--- src/rtl/trap_controller_pkg.sv ---
// rtl/trap_controller_pkg.sv - shared types and constants for the machine-mode trap controller
package StaticPack;

  // Sequencer states: W_* write one trap CSR each, M_MSTATUS is the MRET restore.
  typedef enum logic [2:0] {
    IDLE      = 3'd0,
    W_MEPC    = 3'd1,
    W_MCAUSE  = 3'd2,
    W_MTVAL   = 3'd3,
    W_MSTATUS = 3'd4,
    M_MSTATUS = 3'd5,
    REDIRECT  = 3'd6
  } trapState_;

  // CSR write destination; CSR_NONE is the idle/reset encoding.
  typedef enum logic [2:0] {
    CSR_NONE    = 3'd0,
    CSR_MEPC    = 3'd1,
    CSR_MCAUSE  = 3'd2,
    CSR_MTVAL   = 3'd3,
    CSR_MSTATUS = 3'd4
  } destinationCSR_;

  // mcause reported for the external interrupt (interrupt bit set, code 11).
  localparam logic [31:0] INTERRUPT_CAUSE = 32'h8000_000B;

  // mstatus field positions.
  localparam int MSTATUS_MIE  = 3;
  localparam int MSTATUS_MPIE = 7;
  localparam int MSTATUS_MPP_HI = 12;
  localparam int MSTATUS_MPP_LO = 11;

  // mtvec MODE value that selects vectored dispatch for interrupts.
  localparam logic [1:0] MTVEC_VECTORED = 2'b01;

  // Everything captured at accept time so the sequence is immune to input changes.
  typedef struct packed {
    logic [31:0] pc;
    logic [31:0] cause;
    logic [31:0] value;
    logic [31:0] mstatus;
    logic [31:0] mtvec;
    logic [31:0] mepc;
    logic        isMret;
  } trapHold_;

  // Trap entry: stash MIE into MPIE, disable interrupts, record M as previous mode.
  function automatic logic [31:0] mstatusOnTrap(input logic [31:0] s);
    logic [31:0] r;
    r = s;
    r[MSTATUS_MPIE] = s[MSTATUS_MIE];
    r[MSTATUS_MIE]  = 1'b0;
    r[MSTATUS_MPP_HI:MSTATUS_MPP_LO] = 2'b11;
    return r;
  endfunction

  // MRET: restore MIE from MPIE, set MPIE, previous mode drops to U.
  function automatic logic [31:0] mstatusOnMret(input logic [31:0] s);
    logic [31:0] r;
    r = s;
    r[MSTATUS_MIE]  = s[MSTATUS_MPIE];
    r[MSTATUS_MPIE] = 1'b1;
    r[MSTATUS_MPP_HI:MSTATUS_MPP_LO] = 2'b00;
    return r;
  endfunction

endpackage

--- src/rtl/trap_controller.sv ---
// rtl/trap_controller.sv - sequences trap/interrupt/MRET CSR updates and the PC redirect
module trap_controller
  import StaticPack::*;
(
  input  logic           clock,
  input  logic           reset,
  input  logic           trapValid,
  input  logic [31:0]    trapCause,
  input  logic [31:0]    trapPC,
  input  logic [31:0]    trapValue,
  input  logic           mretValid,
  input  logic           interrupt,
  input  logic [31:0]    interruptPC,
  input  logic [31:0]    mstatusIn,
  input  logic [31:0]    mtvecIn,
  input  logic [31:0]    mepcIn,
  output logic           csrWriteEnable,
  output destinationCSR_ csrWriteAddress,
  output logic [31:0]    csrWriteData,
  output logic           flush,
  output logic           redirectValid,
  output logic           busy,
  output logic [31:0]    redirectPC
);

  trapState_   state;
  trapState_   nextState;
  trapHold_    hold;
  logic        acceptTrap;
  logic        acceptMret;
  logic        acceptIrq;
  logic        acceptAny;
  logic [31:0] redirectTarget;

  // Requests are only looked at in IDLE; anything arriving while busy is dropped.
  always_comb begin
    acceptTrap = (state == IDLE) && trapValid;
    acceptMret = (state == IDLE) && !trapValid && mretValid;
    acceptIrq  = (state == IDLE) && !trapValid && !mretValid
                 && interrupt && mstatusIn[MSTATUS_MIE];
    acceptAny  = acceptTrap || acceptMret || acceptIrq;
  end

  // Next-state: fixed one-cycle-per-step walk through the trap or MRET path.
  always_comb begin
    nextState = state;
    case (state)
      IDLE: begin
        if (acceptTrap || acceptIrq) nextState = W_MEPC;
        else if (acceptMret)         nextState = M_MSTATUS;
      end
      W_MEPC:    nextState = W_MCAUSE;
      W_MCAUSE:  nextState = W_MTVAL;
      W_MTVAL:   nextState = W_MSTATUS;
      W_MSTATUS: nextState = REDIRECT;
      M_MSTATUS: nextState = REDIRECT;
      REDIRECT:  nextState = IDLE;
      default:   nextState = IDLE;
    endcase
  end

  // State register; reset aborts any sequence in flight.
  always_ff @(posedge clock or negedge reset) begin
    if (!reset) state <= IDLE;
    else        state <= nextState;
  end

  // Capture the request and CSR snapshot on accept; interrupts substitute their own PC/cause.
  always_ff @(posedge clock or negedge reset) begin
    if (!reset) begin
      hold <= '0;
    end else if (acceptAny) begin
      hold.pc      <= acceptIrq ? interruptPC     : trapPC;
      hold.cause   <= acceptIrq ? INTERRUPT_CAUSE : trapCause;
      hold.value   <= acceptIrq ? 32'd0           : trapValue;
      hold.mstatus <= mstatusIn;
      hold.mtvec   <= mtvecIn;
      hold.mepc    <= mepcIn;
      hold.isMret  <= acceptMret;
    end
  end

  // Redirect target: mepc for MRET, else mtvec base with vectored offset for interrupts.
  always_comb begin
    redirectTarget = {hold.mtvec[31:2], 2'b00};
    if (hold.isMret) begin
      redirectTarget = hold.mepc;
    end else if (hold.mtvec[1:0] == MTVEC_VECTORED && hold.cause[31]) begin
      redirectTarget = redirectTarget + {hold.cause[29:0], 2'b00};
    end
  end

  // Outputs decode purely from state so reset clears them without waiting for a clock.
  always_comb begin
    csrWriteEnable  = 1'b0;
    csrWriteAddress = CSR_NONE;
    csrWriteData    = 32'd0;
    redirectValid   = 1'b0;
    redirectPC      = 32'd0;
    busy            = (state != IDLE);
    flush           = (state != IDLE);
    case (state)
      W_MEPC: begin
        csrWriteEnable  = 1'b1;
        csrWriteAddress = CSR_MEPC;
        csrWriteData    = hold.pc;
      end
      W_MCAUSE: begin
        csrWriteEnable  = 1'b1;
        csrWriteAddress = CSR_MCAUSE;
        csrWriteData    = hold.cause;
      end
      W_MTVAL: begin
        csrWriteEnable  = 1'b1;
        csrWriteAddress = CSR_MTVAL;
        csrWriteData    = hold.value;
      end
      W_MSTATUS: begin
        csrWriteEnable  = 1'b1;
        csrWriteAddress = CSR_MSTATUS;
        csrWriteData    = mstatusOnTrap(hold.mstatus);
      end
      M_MSTATUS: begin
        csrWriteEnable  = 1'b1;
        csrWriteAddress = CSR_MSTATUS;
        csrWriteData    = mstatusOnMret(hold.mstatus);
      end
      REDIRECT: begin
        redirectValid = 1'b1;
        redirectPC    = redirectTarget;
      end
      default: ;
    endcase
  end

endmodule

--- config.mk ---
export PLATFORM = sky130hd
export DESIGN_NAME = trap_controller
export DESIGN_NICKNAME = d
export VERILOG_FILES = /design/src/rtl/trap_controller_pkg.sv /design/src/rtl/trap_controller.sv
export SDC_FILE = /design/constraint.sdc
export NUM_CORES = 1
export LEC_CHECK = 0
export CAP_MARGIN = 10
export CELL_PAD_IN_SITES_DETAIL_PLACEMENT = 0
export CELL_PAD_IN_SITES_GLOBAL_PLACEMENT = 1
export CORE_MARGIN = 2
export CORE_UTILIZATION = 39
export DETAILED_ROUTE_END_ITERATION = 10
export PLACE_DENSITY_LB_ADDON = 0.1
export SLEW_MARGIN = 20
export SYNTH_ARGS = -nofsm -noshare
export SYNTH_HDL_FRONTEND = slang
export SYNTH_SLANG_ARGS = --single-unit
--- constraint.sdc ---
create_clock -name clock -period 5.1 [get_ports clock]
set_input_delay 1.02 -clock clock [delete_from_list [all_inputs] [get_ports clock]]
set_output_delay 1.02 -clock clock [all_outputs]
set_load 0.02 [all_outputs]
# Word-level counts from Yosys, hierarchy flattened
# Cells that the tools add are included.
[op_classes] n_addsub=1 multipliers=0 div_mod_pow=0 magnitude_cmp=0 eq_ne=8 n_shift=0 muxes=13 bitwise=0 reduce_logical=16
[op_table] cell="$mux 32" n=6
[op_table] cell="$pmux 32 s5" n=1
[op_table] cell="$add 32x32->32" n=1
[op_table] cell="$pmux 3 s5" n=1
[op_table] cell="$pmux 3 s4" n=1
[op_table] cell="$eq 3x3->1 const B" n=3
[op_table] cell="$logic_and 1x1->1" n=7
[op_table] cell="$eq 3x2->1 const B" n=2
[op_table] cell="$mux 3" n=2
[op_table] cell="$reduce_or 5->1" n=1
[op_table] cell="$eq 3x1->1 const B" n=1
[op_table] cell="$logic_not 3->1" n=1
[op_table] cell="$logic_or 1x1->1" n=3
[op_table] cell="$ne 3x2->1 const B" n=1
[op_table] cell="$reduce_bool 3->1" n=1
[op_table] cell="$eq 2x1->1 const B" n=1
[op_table] cell="$logic_not 1->1" n=2
[op_table] cell="$mux 1" n=2
[op_table] cell="$reduce_or 2->1" n=1
[totals] reg_bits=196 latchBits=0 ram_bits=0 mem_bits_ro=0 input_bits=229 output_inout_bits=71 elab_cells=46 memories=0

# Logic depth before layout (Yosys ltp)
[depth] ltp_word=8 depth_mapped=12

# Worst setup path after synthesis
# No wires, ideal clock.
[synth_path] path_kind="register -> output" startpoint="register hold[35] in the netlist's numbering" endpoint="output port redirectPC[28]" arrival_time_ns=2.952 path_slack_ns=1.128 stages_incl_launch_ff=13 n_path_buf=0 cell_sequence="dfrtp_1 ha_1 inv_1 fa_1 nor2b_1 o21a_1 o21ai_2 a211o_2 a21boi_1 o211ai_1 a31oi_1 mux2_2 a211oi_1"
[synth_between] elab_chain_cells=4
[synth_rtl] item="from (decl)" line_no="trap_controller.sv:28" text="trapHold_ hold;"
[synth_rtl] item="$add 32x32->32" line_no="trap_controller.sv:89" text="redirectTarget = redirectTarget + {hold.cause[29:0], 2'b00};"
[synth_rtl] item="$mux 32" line_no="trap_controller.sv:88" text="end else if (hold.mtvec[1:0] == MTVEC_VECTORED && hold.cause[31]) begin"
[synth_rtl] item="$mux 32" line_no="trap_controller.sv:86" text="if (hold.isMret) begin"
[synth_rtl] item="$mux 32" line_no="trap_controller.sv:102" text="case (state)"
[synth_rtl] item="to (decl)" line_no="trap_controller.sv:23" text="output logic [31:0] redirectPC"
# No other way between the ends.

# Final worst setup path
[layout_path] startpoint="register hold[129] in the netlist's numbering" endpoint="output port redirectPC[18]"
# The elaborated chain is that of the path after synthesis.

==> reports/qor.yml <==
worst_setup_path:
  ff2ff_path_depth: 6
  critPathArrivalTime_ps: 3960
  reg2reg_slack_ps: 1690
  critPathKind: "reg -> out"
  critPathBufInv: 2
  crit_chain: "ha_1 -> inv_1 -> fa_1 -> nor2b_1 -> o21a_1 -> o21ai_2 -> a211o_2 -> a221oi_2 -> nor2_1 -> xnor2_1 -> nand2_1 -> a221oi_1 -> clkdlybuf4s50_1"
  setup.worst_path.start: "hold[129]$_DFFE_PN0P_"
  rr_endpoint: "hold[181]$_DFFE_PN0P_"
  critPathRequiredTime_ps: 4080
  path_delay_family: "compound AO/OA/AOI/OAI gates"
  crit_path_max_fanout: 4
  start_kind: "flip-flop"
  cp_slowest_cell: "clkdlybuf4s50_1"
  end_kind: "primary output"
  slowest_delay_ps: 700
  r2r_start: "state[1]$_DFFE_PN0P_"
flow_run:
  cap_violations: 0
finish:
  fillers: 2577
  finish.utilization_pct: 53.9
  fin_area_sq_um: 14500
  fin_nets: 1725
  drive_above_1_share_pct: 7.37
  stdcell_count: 1825
  synthToLayoutAreaGrowth_pct: 36.0
clock_network:
  numCtsBuffers: 17
  cts.htree.levels: 4
  root_buffer: "clkbuf_16"
  clkLatencyLatePin_ps: 440
  path_clk_slew_ps: 70
  cts_buffer_depth: 2
  cts_num_sinks: 194
  cts_tree: "yes"
  hold_buffers: 0
detailed_routing:
  route.vias.total: 9534
  drc: 0
  wire_per_inst_microns: 18.2
  drt-total-wl_microns: 33300
  drt_iter0_markers: 648
  via_per_inst: 5.22
  antenna_left: 0
  dr.pass1.iters: 5
grt:
  grt-ovfl-total: 0
  grt_pass1_wl_microns: 52600
  gr-usage-all-layers_pct: 23.5
  antenna_found_initial: 7
  grt_pass1_vias: 9633
  grt_max_degree: 93
place:
  postPlaceCellArea_sq_um: 13900
  globalplace.congestion: 0.846
  io_buffers: 297
  place_inst: 1788
  post-dp-hpwl_microns: 24400
floorplan:
  io_pins: 300
  initial_utilization_pct: 39.7
  dieHeight_microns: 170
  die_area_sq_um: 28700
  num_rows: 60
  chipWidth_microns: 170
  core-area_sq_um: 27000
yosys:
  synth_ff_type: "dfrtp_1"
  synthesis.nets: 1473
  synth.avg_cell_area_sq_um: 8.80
  yosysWarnings: 0
  yosysMostFrequentCell: "nand2_1"
  synthTopCellsByArea: "dfrtp_1 (45%), nand2_1 (12%), a21oi_1 (5.0%), a22o_1 (4.9%), ha_1 (3.4%)"
  seq_area_frac_synth_pct: 45.4
  yosysTopAreaCellShare_pct: 45.4
  syn_area_sq_um: 10700
  synth-seq-cells: 194
  synth_common_cells: "nand2_1 (355), dfrtp_1 (194), a21oi_1 (106)"
  yosys.area.top_type: "dfrtp_1"
  syn-instance-count: 1214
  synth_edf_count: 0
  yosysUniqueCellTypes: 69
  ys_async_sr_fraction_pct: 100
timing:
  fmax_ghz: 0.201
  min_period_ps: 4980
  worst_slew_pin_slew_ps: 778
  tns_ps: 0
  setup_viol_count_final: 0
  rsz0062_at_grt: "true"
  skew_ps: 13.4
  slew_violations: 0
  slew_headroom_pct: 47.7
  hold_viol: 0
  fin_crit_sh_pct: 97.6
power:
  leakagePower_nw: 6.67
  ir_drop_mv: 0.270
  power_mw: 9.74
  power_density_nw_per_um2: 670
min_path:
  worstHoldStart: "hold[83]$_DFFE_PN0P_"
  min_to: "hold[83]$_DFFE_PN0P_"
  holdCritPathClass: "reg -> reg"
  holdPathStages: 2
run_status:
  status: "completed"
==> worst reg2reg max path, stage by stage, from the launching register on <==
cell	delay, ps
dfrtp_1	590
buf_4	360
nor3_1	690
nand4_1	720
buf_4	510
mux2i_1	310
a21oi_1	110
==> metrics by stage <==
step           hold WS, ps  setup WS (ps)
2_1_floorplan          438           1130
3_3_place_gp           451            433
3_5_place_dp           461            469
4_1_cts                479            156
5_1_grt                485          -58.4
6_report               476            121
==> per-layer routing <==
| layer | GRT usage, % | share of wire (%) | vias up |
|---|---|---|---|
| li1 | - | - | 4736 |
| met1 | 32.1 | 46 | 4475 |
| met2 | 36.6 | 45 | 295 |
| met3 | 6.37 | 7.4 | 28 |
| met4 | 6.54 | 1.8 | 0 |
| met5 | 0 | 0 | - |
==> what timing repair did <==
item	CTS	global route
gates resized for setup	1	0
endpoints found under the setup margin	1	2
setup buffers	0	0
==> cell type report <==
cell class | instances | area (sq um) | share of cell area, %
multi-input combinational | 920 | 5440 | 37.4
sequential | 194 | 4860 | 33.4
timing repair buffer | 316 | 3140 | 21.6
tap | 341 | 427 | 2.94
clock buffer | 17 | 425 | 2.93
clock inverter | 15 | 168 | 1.15
inverter | 17 | 63.8 | 0.439
antenna | 5 | 12.5 | 0.0861
==> state kept, by name (all words and copies together) (netlist names) <==
register,count
hold,191
state,3
==> cell usage in the layout (no fill, tap or decap), types with 32 or more instances in the layout <==
cell               n
nand2_1          354
clkdlybuf4s50_1  295
dfrtp_1          193
a21oi_1          105
nor2_1            64
a22o_1            60
o21ai_0           55
mux2i_1           36
a22oi_1           32
mux2_2            32
==> cell families after synthesis <==
| family | share of synthesized area (%) |
|---|---|
| AND/OR/NAND/NOR | 18.1 |
| AO/OA/AOI/OAI | 20.4 |
| flip-flops | 45.4 |
| buffers and inverters | 3.96 |
| multiplexers | 6.74 |
| adder cells (fa/ha/maj) | 3.58 |
| XOR/XNOR | 1.80 |
==> worst max-delay path by stage <==
stage	cells past startpoint	slack (ps)	to
after floorplan	12	1130	redirectPC[28]
final	13	120	redirectPC[18]
after global placement	13	430	redirectPC[28]
after CTS	13	160	redirectPC[18]
after global routing	13	-60	redirectPC[20]
after detailed placement	13	470	redirectPC[28]
==> where the power goes <==
part | switching [mW] | internal (mW)
sequential | 0.546 | 2.30
combinational | 3.13 | 2.40
clock | 0.658 | 0.700
total | 4.34 | 5.40
No activity file was read; power rests on OpenSTA's default activity.
